File: config.mk
export PLATFORM = sky130hd
export DESIGN_NAME = ifm_window_reader_u1_s28_k5
export DESIGN_NICKNAME = d
export VERILOG_FILES = /design/src/rtl/ifm_window_reader_u1_s28_k5_pkg.sv /design/src/rtl/ifm_window_reader_u1_s28_k5_window_addr_gen.sv /design/src/rtl/ifm_window_reader_u1_s28_k5.sv
export SDC_FILE = /design/constraint.sdc
export NUM_CORES = 1
export LEC_CHECK = 0
export CORE_MARGIN = 5
export CORE_UTILIZATION = 48
export CTS_CLUSTER_SIZE = 40
export DETAILED_ROUTE_END_ITERATION = 10
export HOLD_SLACK_MARGIN = 0.08
export PLACE_DENSITY = 0.95
export SYNTH_ARGS = -nofsm -noshare
export SYNTH_HDL_FRONTEND = slang
export SYNTH_HIERARCHICAL = 1
export SYNTH_SLANG_ARGS = --single-unit
File: constraint.sdc
create_clock -name clk_sys -period 9.8 [get_ports clk_sys]
set_input_delay 1.96 -clock clk_sys [delete_from_list [all_inputs] [get_ports clk_sys]]
set_output_delay 1.96 -clock clk_sys [all_outputs]
set_load 0.02 [all_outputs]
File: src/rtl/ifm_window_reader_u1_s28_k5_pkg.sv
// Shared sizing, kernel step table and FSM encoding for the 5x5 IFM window reader.
package ifm_window_reader_u1_s28_k5_pkg;

   localparam int DATA_WIDTH       = 32;
   localparam int IFM_SIZE         = 28;
   localparam int KERNEL_SIZE      = 5;
   localparam int OFM_SIZE         = IFM_SIZE - KERNEL_SIZE + 1;
   localparam int KERNEL_ELEMS     = KERNEL_SIZE * KERNEL_SIZE;
   localparam int ADDRESS_SIZE_IFM = $clog2(IFM_SIZE * IFM_SIZE);
   localparam int K_W              = $clog2(KERNEL_ELEMS + 1);
   localparam int RC_W             = $clog2(OFM_SIZE);

   localparam logic [K_W-1:0]  K_LAST  = K_W'(KERNEL_ELEMS - 1);
   localparam logic [RC_W-1:0] RC_LAST = RC_W'(OFM_SIZE - 1);

   // Bit k is set where k%5 == 4, i.e. the next element starts a new kernel row.
   localparam logic [31:0] KX_LAST_MASK = 32'h0108_4210;

   localparam logic [ADDRESS_SIZE_IFM-1:0] STEP_COL = ADDRESS_SIZE_IFM'(1);
   localparam logic [ADDRESS_SIZE_IFM-1:0] STEP_ROW = ADDRESS_SIZE_IFM'(IFM_SIZE - KERNEL_SIZE + 1);
   localparam logic [ADDRESS_SIZE_IFM-1:0] STEP_WIN_ROW = ADDRESS_SIZE_IFM'(IFM_SIZE - OFM_SIZE + 1);

   typedef enum logic [1:0] {
      ST_IDLE  = 2'd0,
      ST_SWAP  = 2'd1,
      ST_READ  = 2'd2,
      ST_FLUSH = 2'd3
   } state_t;

   // Address delta from window element k to element k+1.
   function automatic logic [ADDRESS_SIZE_IFM-1:0] elem_step(input logic [K_W-1:0] k);
      return KX_LAST_MASK[k] ? STEP_ROW : STEP_COL;
   endfunction

endpackage

File: src/rtl/ifm_window_reader_u1_s28_k5_window_addr_gen.sv
// Window walk counters (r, c, k) and incremental port A/B address generation.
module ifm_window_reader_u1_s28_k5_window_addr_gen
   import ifm_window_reader_u1_s28_k5_pkg::*;
(
   input  logic                        clk_sys,
   input  logic                        rst_b,
   input  logic                        clear,
   input  logic                        advance,
   output logic [ADDRESS_SIZE_IFM-1:0] addr_a,
   output logic [ADDRESS_SIZE_IFM-1:0] addr_b,
   output logic                        k_last,
   output logic                        frame_last
);

   logic [RC_W-1:0]             r;
   logic [RC_W-1:0]             c;
   logic [K_W-1:0]              k;
   logic [ADDRESS_SIZE_IFM-1:0] base;
   logic [ADDRESS_SIZE_IFM-1:0] ofs_a;
   logic [ADDRESS_SIZE_IFM-1:0] ofs_b;

   assign ofs_b      = ofs_a + elem_step(k);
   assign addr_a     = base + ofs_a;
   assign addr_b     = base + ofs_b;
   assign k_last     = (k == K_LAST);
   assign frame_last = k_last && (r == RC_LAST) && (c == RC_LAST);

   always_ff @(posedge clk_sys or negedge rst_b) begin
      if (!rst_b) begin
         r     <= '0;
         c     <= '0;
         k     <= '0;
         base  <= '0;
         ofs_a <= '0;
      end else if (clear) begin
         r     <= '0;
         c     <= '0;
         k     <= '0;
         base  <= '0;
         ofs_a <= '0;
      end else if (advance) begin
         if (k_last) begin
            k     <= '0;
            ofs_a <= '0;
            if (c == RC_LAST) begin
               c    <= '0;
               r    <= r + RC_W'(1);
               base <= base + STEP_WIN_ROW;
            end else begin
               c    <= c + RC_W'(1);
               base <= base + STEP_COL;
            end
         end else begin
            k     <= k + K_W'(2);
            ofs_a <= ofs_b + elem_step(k + K_W'(1));
         end
      end
   end

endmodule

File: src/rtl/ifm_window_reader_u1_s28_k5.sv
// IFM ping-pong consumer: bank swap control, 5x5 window read issue and MAC-side pixel pipeline.
//
// state    | meaning
// ST_IDLE  | waiting for a committed frame (pending or frame_written)
// ST_SWAP  | toggle ifm_sel, clear pending, zero walk counters
// ST_READ  | issue one A/B read pair per non-paused cycle
// ST_FLUSH | last pair returning; pulse done
module ifm_window_reader_u1_s28_k5
   import ifm_window_reader_u1_s28_k5_pkg::*;
(
   input  logic                        clk_sys,
   input  logic                        rst_b,
   input  logic                        frame_written,
   output logic                        prev_ready,
   input  logic                        pause,
   output logic                        ifm_sel,
   output logic                        ifm_enable_read_A_next,
   output logic                        ifm_enable_read_B_next,
   output logic [ADDRESS_SIZE_IFM-1:0] ifm_address_read_A_next,
   output logic [ADDRESS_SIZE_IFM-1:0] ifm_address_read_B_next,
   input  logic [DATA_WIDTH-1:0]       data_out_A_for_next1,
   input  logic [DATA_WIDTH-1:0]       data_out_B_for_next1,
   output logic [DATA_WIDTH-1:0]       win_data_A,
   output logic [DATA_WIDTH-1:0]       win_data_B,
   output logic                        win_valid_A,
   output logic                        win_valid_B,
   output logic                        win_last,
   output logic                        busy,
   output logic                        done
);

   state_t                      state;
   state_t                      state_n;
   logic                        pending;
   logic                        issue;
   logic                        en_b;
   logic                        counters_clear;
   logic                        k_last;
   logic                        frame_last;
   logic [ADDRESS_SIZE_IFM-1:0] addr_a;
   logic [ADDRESS_SIZE_IFM-1:0] addr_b;

   ifm_window_reader_u1_s28_k5_window_addr_gen u_addr_gen (
      .clk_sys    (clk_sys),
      .rst_b      (rst_b),
      .clear      (counters_clear),
      .advance    (issue),
      .addr_a     (addr_a),
      .addr_b     (addr_b),
      .k_last     (k_last),
      .frame_last (frame_last)
   );

   always_ff @(posedge clk_sys or negedge rst_b) begin
      if (!rst_b) begin
         state <= ST_IDLE;
      end else begin
         state <= state_n;
      end
   end

   always_comb begin
      state_n        = state;
      issue          = 1'b0;
      en_b           = 1'b0;
      counters_clear = 1'b0;
      busy           = 1'b1;
      done           = 1'b0;
      case (state)
         ST_IDLE: begin
            busy = 1'b0;
            if (pending || frame_written) state_n = ST_SWAP;
         end
         ST_SWAP: begin
            counters_clear = 1'b1;
            state_n        = ST_READ;
         end
         ST_READ: begin
            issue = !pause;
            en_b  = !pause && !k_last;
            if (issue && frame_last) state_n = ST_FLUSH;
         end
         ST_FLUSH: begin
            done    = 1'b1;
            state_n = ST_IDLE;
         end
         default: state_n = ST_IDLE;
      endcase
   end

   always_ff @(posedge clk_sys or negedge rst_b) begin
      if (!rst_b) begin
         pending     <= 1'b0;
         ifm_sel     <= 1'b0;
         win_valid_A <= 1'b0;
         win_valid_B <= 1'b0;
         win_last    <= 1'b0;
      end else begin
         pending     <= (state == ST_SWAP) ? 1'b0 : (pending | frame_written);
         if (state == ST_SWAP) ifm_sel <= ~ifm_sel;
         win_valid_A <= issue;
         win_valid_B <= en_b;
         win_last    <= issue && k_last;
      end
   end

   // Bank addresses are ORed in the memory array, so idle ports must drive zero.
   assign ifm_enable_read_A_next  = issue;
   assign ifm_enable_read_B_next  = en_b;
   assign ifm_address_read_A_next = issue ? addr_a : '0;
   assign ifm_address_read_B_next = en_b ? addr_b : '0;

   assign win_data_A = win_valid_A ? data_out_A_for_next1 : '0;
   assign win_data_B = win_valid_B ? data_out_B_for_next1 : '0;
   assign prev_ready = ~pending;

endmodule
==> run_results.csv <==
group,metric,value,unit
logic_synthesis,synth_edf_count,0,
placed_design,dp_hpwl,10000,um
route,drt_iter0_markers,220,
placed_design,gp_routability_congestion,0.878,
placed_design,post-place-cells,693,
setup_path,cp.arrival,4630,ps
setup_path,required,7840,ps
die,dieArea,10000,um2
outcome,run_status,"finished clean",
timing,finalCritPeriodShare,67.2,%
die,num_rows,32,
clocking,numClockSinks,41,
power_and_ir_drop,powerDensity,219,nW/um2
hold_path,hp-class,"reg2reg",
logic_synthesis,syn-mean-instance-area,8.73,um2
route,vias_per_cell,5.48,
clocking,clk_pin_slew,80,ps
setup_path,path_max_fanout,8,
logic_synthesis,ys_ff_latch,41,
timing,slew_viol_final,0,
die,coreArea,7810,um2
logic_synthesis,syn_area,3890,um2
grt,antenna_found_initial,0,
timing,final.setup.tns,0,ps
clocking,post-cts-setup-buffers,0,
route,firstDrtPassIters,5,
finish,diodes,0,
timing,whs,479,ps
placed_design,io_buffers,160,
route,ant_nets,0,
logic_synthesis,synth-warning-count,6,
finish,layout-drive-gt1-share,4.67,%
finish,fin_util,72.1,%
grt,grt_start_max_net_pins,42,
power_and_ir_drop,vdd_drop_max,0.0000981,V
route,num_vias,3841,
setup_path,regToRegSetupSlack,6030,ps
grt,grt_pass1_wl,19600,um
setup_path,r2r_cells,16,
setup_path,end_kind,"output pin",
setup_path,startpoint_type,"register",
route,drc_errors,0,
route,routed_wl,12400,um
clocking,cts_tree,"done",
die,io_pins,161,
run,cap_viol_max_count,0,
hold_path,hold_depth,1,
clocking,cts_made_buffers,5,
grt,grt-ovfl-total,0,
logic_synthesis,yosysUniqueCellTypes,59,
clocking,insertion_delay,300,ps
route,wl_per_cell,17.6,um
hold_path,worstHoldEndpoint,"ifm_sel",
finish,syn_to_final_growth,44.9,%
die,die_y,100,um
clocking,cts_hold_buf,0,
logic_synthesis,synth_cells,445,
timing,rsz0062_at_grt,"no",
timing,worstMarginPinSlew,990,ps
timing,setup_violations,0,
setup_path,worstSetupPathType,"reg2out",
grt,grt_pass1_vias,3973,
timing,finalHoldViolations,0,
timing,slew_headroom,33.9,%
die,dieWidth,100,um
timing,setup_slack,3210,ps
grt,grt_usage,24.5,%
setup_path,r2r_end,"u_addr_gen/ofs_a[5]",
logic_synthesis,synthArstFlopShare,100,%
clocking,clockBufferDepth,2,
clocking,cts_resized,0,
finish,finalNonFillerCells,701,
finish,nets,713,
timing,layout_min_cycle_time,6590,ps
finish,final_cell_mix,"clkdlybuf4s50_1 (159), and2_1 (85), ha_1 (45)",
clocking,cts-root-buf,"clkbuf_8",
logic_synthesis,synth-main-ff-cell,"dfrtp_1",
clocking,htreeDepth,2,
logic_synthesis,seq_area_frac_synth,26.4,%
die,initial_core_util,49.8,%
placed_design,pre_cts_ws,3550,ps
finish,final_common_cell,"clkdlybuf4s50_1",
timing,fmax,0.152,GHz
hold_path,min_from,"ifm_sel",
timing,worst_clock_skew,6.33,ps
power_and_ir_drop,p_leak,2.51,nW
setup_path,r2r_start,"u_addr_gen/k[1]",
==> worst max-delay path by stage <==
| stage | startpoint | endpoint | depth (start not counted) |
|---|---|---|---|
| floorplan | u_addr_gen/k[1] | ifm_address_read_B_next[9] | 17 |
| global placement | u_addr_gen/k[1] | ifm_address_read_B_next[8] | 16 |
| detailed placement | u_addr_gen/k[1] | ifm_address_read_B_next[9] | 18 |
| CTS | u_addr_gen/k[1] | ifm_address_read_B_next[9] | 18 |
| global route | u_addr_gen/k[1] | ifm_address_read_B_next[9] | 18 |
| finish | u_addr_gen/k[1] | ifm_address_read_B_next[9] | 18 |
==> critical path, cell delays in order (launching register included) <==
cell	delay, ps
dfrtp_1	450
inv_1	110
ha_1	160
mux2i_1	70
o221ai_1	370
inv_1	90
ha_1	240
ha_1	250
a31o_2	310
a21oi_2	210
nor2_1	70
xor2_1	290
ha_1	330
o21a_1	120
o2bb2ai_1	210
o21ai_0	140
xnor2_1	150
and2_1	130
clkdlybuf4s50_1	610
==> logic make-up after synthesis <==
family	count (synthesis)	share of synthesized area, %
other	1	0.0965
muxes	7	1.93
and+or+nand+nor	197	29.0
DFF	41	26.4
buffers and inverters	35	3.86
xor gates and xnor gates	47	11.0
adders and majority gates	47	15.5
AOI/OAI and AO/OA	70	12.2
==> sequential cells by signal, summed over array words and instances, names as in the netlist <==
register,flops
ifm_sel,1
pending,1
state,2
u_addr_gen/base,10
u_addr_gen/c,5
u_addr_gen/k,4
u_addr_gen/ofs_a,10
u_addr_gen/r,5
win_last,1
win_valid_A,1
win_valid_B,1
==> stage by stage <==
stage / power [W] / instance area (um2)
finish: 0.00123 / 5630
global route: 0.00132 / 5630
CTS: 0.00123 / 5630
detailed placement: 0.00111 / 5540
global placement: 0.00107 / 5540
floorplan: 0.000815 / 3890
==> report_power, final <==
part | switching (W) | internal (W)
clock | 0.0000625 | 0.0000502
sequential | 0.0000666 | 0.000203
combinational | 0.000455 | 0.000393
total | 0.000584 | 0.000646
==> cells in the mapped netlist (3+ instances only) <==
| cell | number | area, um2 |
|---|---|---|
| a211oi_1 | 3 | 22.5 |
| a21o_1 | 4 | 30.0 |
| a21oi_1 | 14 | 70.1 |
| a31oi_1 | 3 | 18.8 |
| and2_1 | 85 | 532 |
| and3_1 | 3 | 18.8 |
| buf_2 | 3 | 15.0 |
| clkbuf_1 | 11 | 41.3 |
| dfrtp_1 | 41 | 1030 |
| ha_1 | 45 | 563 |
| inv_1 | 18 | 67.6 |
| mux2i_1 | 6 | 60.1 |
| nand2_1 | 25 | 93.8 |
| nand2b_1 | 6 | 37.5 |
| nand3_1 | 11 | 55.1 |
| nand3b_1 | 3 | 22.5 |
| nand4_1 | 5 | 31.3 |
| nor2_1 | 36 | 135 |
| nor2b_1 | 5 | 31.3 |
| nor3b_2 | 4 | 50.1 |
| o21a_1 | 4 | 30.0 |
| o21ai_0 | 20 | 100 |
| xnor2_1 | 18 | 158 |
| xor2_1 | 27 | 236 |
==> cell type report <==
class                      count  area, um2
clock buffer                   6       72.6
fill                         549       2180
multi-input combinational    371       2720
inverter                      18       67.6
tap                          102        128
sequential                    41       1030
timing repair buffer         161       1600
clock inverter                 2       15.0
==> metal layers <==
metal	vias up	GRT usage, %	part of all wire [%]
li1	1793	-	-
met1	1816	26.4	36
met2	191	45.8	54
met3	41	5.35	6.7
met4	0	10.2	3.6
met5	-	0	0
No activity file was read; power rests on OpenSTA's default activity.
